## src/rtl/par2serial_8b_tx.sv

```systemverilog
// Parallel-to-serial transmit stage: shifts one 8-bit word out MSB-first every 8 clk_32f cycles.
// After reset it sends ALIGN_WORDS idle symbols, then frames user words and fills empty slots with IDLE_SYM.
module par2serial_8b_tx #(
  parameter logic [7:0] IDLE_SYM    = 8'hBC,
  parameter int         ALIGN_WORDS = 4
) (
  input  logic       clk_32f,
  input  logic       reset_L,
  input  logic [7:0] data_in,
  input  logic       valid_in,
  output logic       load_ack,
  output logic       data_out,
  output logic       active
);

  localparam int CNT_W = (ALIGN_WORDS > 1) ? $clog2(ALIGN_WORDS) : 1;
  localparam logic [CNT_W-1:0] ALIGN_LAST = CNT_W'(ALIGN_WORDS - 1);

  typedef enum logic {
    ALIGN  = 1'b0,
    ACTIVE = 1'b1
  } state_t;

  state_t           state;
  logic [2:0]       bit_cnt;
  logic [CNT_W-1:0] align_cnt;
  logic [7:0]       shreg;

  logic load_edge;
  logic align_done;

  assign load_edge  = (bit_cnt == 3'd7);
  assign align_done = load_edge && (state == ALIGN) && (align_cnt == ALIGN_LAST);

  // Alignment words are always idle; once active an empty slot is padded with the idle symbol.
  function automatic logic [7:0] select_symbol(input state_t st, input logic vld,
                                               input logic [7:0] word);
    if ((st == ACTIVE) && vld) return word;
    return IDLE_SYM;
  endfunction

  always_ff @(posedge clk_32f or negedge reset_L) begin
    if (!reset_L) begin
      shreg     <= 8'h00;
      bit_cnt   <= 3'd7;
      align_cnt <= '0;
      state     <= ALIGN;
      load_ack  <= 1'b0;
      active    <= 1'b0;
    end else begin
      // load_ack is registered one cycle early so it is high exactly while bit_cnt==7.
      load_ack <= (bit_cnt == 3'd6) && (state == ACTIVE);
      active   <= (state == ACTIVE) || align_done;
      if (load_edge) begin
        shreg   <= select_symbol(state, valid_in, data_in);
        bit_cnt <= 3'd0;
        if (state == ALIGN) begin
          if (align_cnt == ALIGN_LAST) begin
            state <= ACTIVE;
          end else begin
            align_cnt <= align_cnt + 1'b1;
          end
        end
      end else begin
        shreg   <= {shreg[6:0], 1'b0};
        bit_cnt <= bit_cnt + 3'd1;
      end
    end
  end

  assign data_out = shreg[7];

endmodule

```

## config.mk

```make
export PLATFORM = sky130hd
export DESIGN_NAME = par2serial_8b_tx
export DESIGN_NICKNAME = d
export VERILOG_FILES = /design/src/rtl/par2serial_8b_tx.sv
export SDC_FILE = /design/constraint.sdc
export NUM_CORES = 1
export LEC_CHECK = 0
export ABC_AREA = 1
export CAP_MARGIN = 0
export CORE_MARGIN = 5
export CORE_UTILIZATION = 42
export DETAILED_ROUTE_END_ITERATION = 10
export HOLD_SLACK_MARGIN = 0.12
export PLACE_DENSITY = 0.68
export SLEW_MARGIN = 10
export SYNTH_ARGS = -nofsm -noshare
export SYNTH_HDL_FRONTEND = slang
export SYNTH_SLANG_ARGS = --single-unit
```

## constraint.sdc

```tcl
create_clock -name clk_32f -period 1.9 [get_ports clk_32f]
set_clock_uncertainty 0.05 [all_clocks]
set_input_delay 0.475 -clock clk_32f [delete_from_list [all_inputs] [get_ports clk_32f]]
set_output_delay 0.475 -clock clk_32f [all_outputs]
set_load 0.1 [all_outputs]
```

Word-level counts from Yosys, hierarchy flattened --
Index checks and enable logic that the tools add are counted.
Word-level totals: ROM bits 0, bits in writable memories 0, output and inout bits 3, register bits after elaboration 16, latch bits 0, memories 0
Operators by class: $mul 0, divide/modulo/power cells 0, bitwise logic cells 2, add/subtract/negate cells 2, shift-type cells 0, equality and inequality tests 3, order comparisons 0, multiplexer cells 8, reduce and logical (&&, ||, !) cells 6
Operators by type and width (count):
- two-way mux 8 bit | 3
- equality test 3 bit (second input constant) | 2
- logical AND 1 bit | 4
- two-way mux 1 bit | 4
- adder 3 x 1 -> 3 bit (second input constant) | 1
- two-way mux 3 bit | 1
- AND reduction 3 bit | 1
- adder 2 x 1 -> 2 bit (second input constant) | 1
- equality test 2 bit (second input constant) | 1
- NOT 1 bit | 2
- logical OR 1 bit | 1

Logic depth before layout (Yosys ltp) --
depth after elaboration 5, mapped depth 6, gate-level depth less buffers 5

Worst setup path before layout --
No wires, ideal clock.
kind reg-to-output, start point register active, end point output port active, cell stages (with the launch flop) 1, slack 0.492 ns, arrival time 0.883 ns, cell sequence dfrtp_1
RTL lines:
- start: declaration | RTL line 13 | output logic active
- start signal: assignment | RTL line 53 | active <= (state == ACTIVE) || align_done;
No word-level cell between the ends.

Worst setup path in the final report --
start point register bit_cnt[0], end point register shreg[4]
Between the ends: longest elaborated chain between the ends 2
RTL lines:
- start: declaration | RTL line 25 | logic [2:0] bit_cnt;
- start signal: assignment | RTL line 66 | bit_cnt <= bit_cnt + 3'd1;
- equality test 3 bit | RTL line 32 | assign load_edge = (bit_cnt == 3'd7);
- two-way mux 8 bit | RTL line 54 | if (load_edge) begin
- end signal: assignment | RTL line 55 | shreg <= select_symbol(state, valid_in, data_in);
- end signal: assignment | RTL line 65 | shreg <= {shreg[6:0], 1'b0};
- end: declaration | RTL line 27 | logic [7:0] shreg;
Every way passes these cells. A chain may end at the register's enable or synchronous reset.

==> flow_results.xml <==
<?xml version="1.0" encoding="UTF-8"?>
<metrics>
  <group name="cts">
    <metric name="root_buffer" unit="">sky130_fd_sc_hd__clkbuf_4</metric>
    <metric name="hold_buffers" unit="">0</metric>
    <metric name="clkLatencyLatePin" unit="ps">280</metric>
    <metric name="postCtsResizedCells" unit="">0</metric>
    <metric name="worst_setup_hold_path_clk_slew" unit="ps">90</metric>
    <metric name="clock_tree_from_tritoncts" unit="">built</metric>
    <metric name="htree_levels" unit="">1</metric>
    <metric name="cts.sinks" unit="">16</metric>
    <metric name="deepest_clock_path_buffer_count" unit="">2</metric>
    <metric name="postCtsSetupBuffers" unit="">0</metric>
    <metric name="cts_made_buffers" unit="">3</metric>
  </group>
  <group name="synth">
    <metric name="seq_area_frac_synth" unit="">0.603</metric>
    <metric name="syn_area" unit="sq um">671</metric>
    <metric name="synth_simple_gate_area_frac" unit="">0.179</metric>
    <metric name="yosys_register_bits" unit="">16</metric>
    <metric name="synth_top_cell_area_share" unit="">0.485</metric>
    <metric name="synth_area_leader_cell" unit="">sky130_fd_sc_hd__dfrtp_1</metric>
    <metric name="yosys_warnings" unit="">0</metric>
    <metric name="syn_area_per_cell" unit="sq um">10.3</metric>
    <metric name="synth-compound-area-share" unit="">0.0672</metric>
    <metric name="synth_enable_flop_cells" unit="">0</metric>
    <metric name="synth_xor_xnor_area_share" unit="">0</metric>
    <metric name="synth_top_flop_cell" unit="">sky130_fd_sc_hd__dfrtp_1</metric>
    <metric name="muxShareOfSynthArea" unit="">0</metric>
    <metric name="synth_cell_types" unit="">14</metric>
    <metric name="synth_commonest_cells" unit="">sky130_fd_sc_hd__dfrtp_1 (13), sky130_fd_sc_hd__nor2_1 (13), sky130_fd_sc_hd__nand2_1 (10)</metric>
    <metric name="combinational_family_with_the_most_area_after_synthesis" unit="">simple AND/OR/NAND/NOR gates</metric>
    <metric name="syn-num-nets" unit="">81</metric>
    <metric name="yosys.area_share.adder" unit="">0.0933</metric>
    <metric name="syn-instance-count" unit="">65</metric>
    <metric name="ys_top_cells_by_area" unit="">sky130_fd_sc_hd__dfrtp_1 (49%), sky130_fd_sc_hd__dfstp_2 (12%), sky130_fd_sc_hd__ha_1 (9.3%), sky130_fd_sc_hd__nor2_1 (7.3%), sky130_fd_sc_hd__nand2_1 (5.6%)</metric>
    <metric name="synthArstFlopShare" unit="">1.00</metric>
  </group>
  <group name="critical_path">
    <metric name="critical_path_class" unit="">flip-flop to flip-flop</metric>
    <metric name="startpoint" unit="">bit_cnt[0]$_DFF_PN1_</metric>
    <metric name="critPathCaptureType" unit="">flip-flop</metric>
    <metric name="timing.critical_path.from_type" unit="">flip-flop</metric>
    <metric name="cp.required" unit="ps">2030</metric>
    <metric name="rr_startpoint" unit="">bit_cnt[0]$_DFF_PN1_</metric>
    <metric name="top_fanout_value_on_the_critical_path" unit="">9</metric>
    <metric name="worst_ep_arrival_time" unit="ps">1640</metric>
  </group>
  <group name="outcome">
    <metric name="run_status" unit="">completed</metric>
  </group>
  <group name="floorplanning">
    <metric name="io-pin-count" unit="">14</metric>
    <metric name="floorplan.initialDensity" unit="">0.445</metric>
    <metric name="core" unit="sq um">1510</metric>
    <metric name="design.die.area" unit="sq um">2500</metric>
    <metric name="chipHeight" unit="um">50.0</metric>
    <metric name="rows" unit="">14</metric>
    <metric name="die_x" unit="um">50.0</metric>
  </group>
  <group name="route">
    <metric name="avgRoutedWirePerCell" unit="um">11.6</metric>
    <metric name="wirelength" unit="um">1140</metric>
    <metric name="viasPerCell" unit="">4.81</metric>
    <metric name="number_of_antenna_violating_nets_in_the_routed_design" unit="">0</metric>
    <metric name="first_iter_violations" unit="">6</metric>
    <metric name="drtPass1Iterations" unit="">2</metric>
    <metric name="routed-via-count" unit="">471</metric>
    <metric name="drc" unit="">0</metric>
  </group>
  <group name="final_layout">
    <metric name="drive_gt1_frac" unit="">0.195</metric>
    <metric name="fin_cells" unit="">98</metric>
    <metric name="antenna_cells" unit="">0</metric>
    <metric name="design.final.nets" unit="">99</metric>
    <metric name="post-route-cell-area" unit="sq um">883</metric>
    <metric name="synthToLayoutAreaGrowth" unit="%">31.7</metric>
    <metric name="final.fill_count" unit="">135</metric>
  </group>
  <group name="hold_path">
    <metric name="hold_path.startpoint" unit="">shreg[0]$_DFF_PN0_</metric>
    <metric name="worstHoldPathType" unit="">flip-flop to flip-flop</metric>
  </group>
  <group name="power_and_ir_drop">
    <metric name="cellLeakagePower" unit="nW">0.429</metric>
    <metric name="power" unit="uW">623</metric>
    <metric name="power_per_cell_area" unit="nW/um^2">705</metric>
    <metric name="max-vdd-ir-drop" unit="V">0.000414</metric>
  </group>
  <group name="global_route">
    <metric name="wire_length_of_the_first_global_routing_pass" unit="um">1930</metric>
    <metric name="global_route.usage.total" unit="">0.104</metric>
    <metric name="gr-total-overflow" unit="">0</metric>
    <metric name="antenna_found_initial" unit="">0</metric>
    <metric name="grt_pass1_vias" unit="">450</metric>
    <metric name="grt_start_max_net_pins" unit="">17</metric>
  </group>
  <group name="flow_run">
    <metric name="max_cap_viol_count" unit="">0</metric>
  </group>
  <group name="sta">
    <metric name="grt_setup_unrepaired" unit="">false</metric>
    <metric name="slew-limit-headroom" unit="">0.748</metric>
    <metric name="period_share" unit="">0.798</metric>
    <metric name="maxSlewViolCount" unit="">0</metric>
    <metric name="period_needed" unit="ps">1520</metric>
    <metric name="setup_total_negative_slack" unit="ps">0</metric>
    <metric name="worst_slew_pin_slew" unit="ps">378</metric>
    <metric name="hold_viol_final" unit="">0</metric>
    <metric name="timing.final.setup_violations" unit="">0</metric>
    <metric name="timing.fmax" unit="MHz">660</metric>
  </group>
  <group name="place">
    <metric name="place_congestion" unit="">0.742</metric>
    <metric name="dpl_cell_area" unit="sq um">847</metric>
    <metric name="hpwl" unit="um">887</metric>
    <metric name="place.detailed.instances" unit="">94</metric>
    <metric name="portBuffers" unit="">13</metric>
  </group>
</metrics>
## cell type report
type	count	area (sq um)	share of cell area
clock buffers	4	36.3	0.0411
inverters	6	27.5	0.0312
repair buffers	14	168	0.190
flip-flops and latches	16	404	0.458
well taps	16	20.0	0.0227
multi-input cells	42	228	0.258
## layer usage
layer,vias up,track usage,share of wire
met2,11,0.159,0.47
li1,241,-,-
met3,2,0.0512,0.067
met5,-,0,0
met4,0,0.0524,0.018
met1,217,0.118,0.44
## cells in the final DEF, fill, tap and decap left out, drive strengths merged, types with 3 or more instances in the layout
cell type,netlist,routed
clkbuf,0,4
dfrtp,13,13
dfstp,3,3
ha,5,5
a21oi,7,7
buf,1,4
inv,6,6
nor2,14,14
nand2,12,12
clkdlybuf4s50,0,10
## stage by stage
stage	utilization	hold slack (ps)	setup WS, ps
2_1_floorplan	-	129	492
3_5_place_dp	0.562	415	397
3_3_place_gp	0.562	415	426
4_1_cts	0.586	440	383
6_report	0.586	429	385
5_1_grt	0.586	477	278
## worst paths after layout
check / end / slack, ps / cells after the start
worst max-delay path: shreg[4]$_DFF_PN0_ / 380 / 5
worst min-delay path: shreg[1]$_DFF_PN0_ / 430 / 2
worst max register to register: shreg[4]$_DFF_PN0_ / 380 / 5
worst min register to register: shreg[1]$_DFF_PN0_ / 430 / 2
max in group asynchronous: bit_cnt[0]$_DFF_PN1_ / 1090 / 2
min in group asynchronous: load_ack$_DFF_PN0_ / 470 / 2
## critical path, cell delays in order, from the launching register on
cell                      delay, ps
sky130_fd_sc_hd__dfstp_2        550
sky130_fd_sc_hd__ha_1           170
sky130_fd_sc_hd__ha_1           390
sky130_fd_sc_hd__inv_6           80
sky130_fd_sc_hd__nor2_1         100
sky130_fd_sc_hd__a21oi_1         70
## flip-flops by register name (all words and copies together), names as in the netlist
| register | flops |
|---|---|
| shreg | 8 |
| bit_cnt | 3 |
| load_ack | 1 |
| align_cnt | 2 |
| state | 1 |
| active | 1 |
## report_power, final
part	internal (mW)	switching, mW	total (mW)
sequential	0.348	0.00298	0.351
clock	0.117	0.105	0.221
combinational	0.0266	0.0241	0.0507
## logic make-up (layout without fill, tap and decap cells)
family | count (synthesis) | in the layout
simple gates | 28 | 28
fa+ha+maj | 5 | 5
compound gates | 9 | 9
buf+inv | 7 | 24
flops | 16 | 16
No activity file was read; power rests on OpenSTA's default activity.
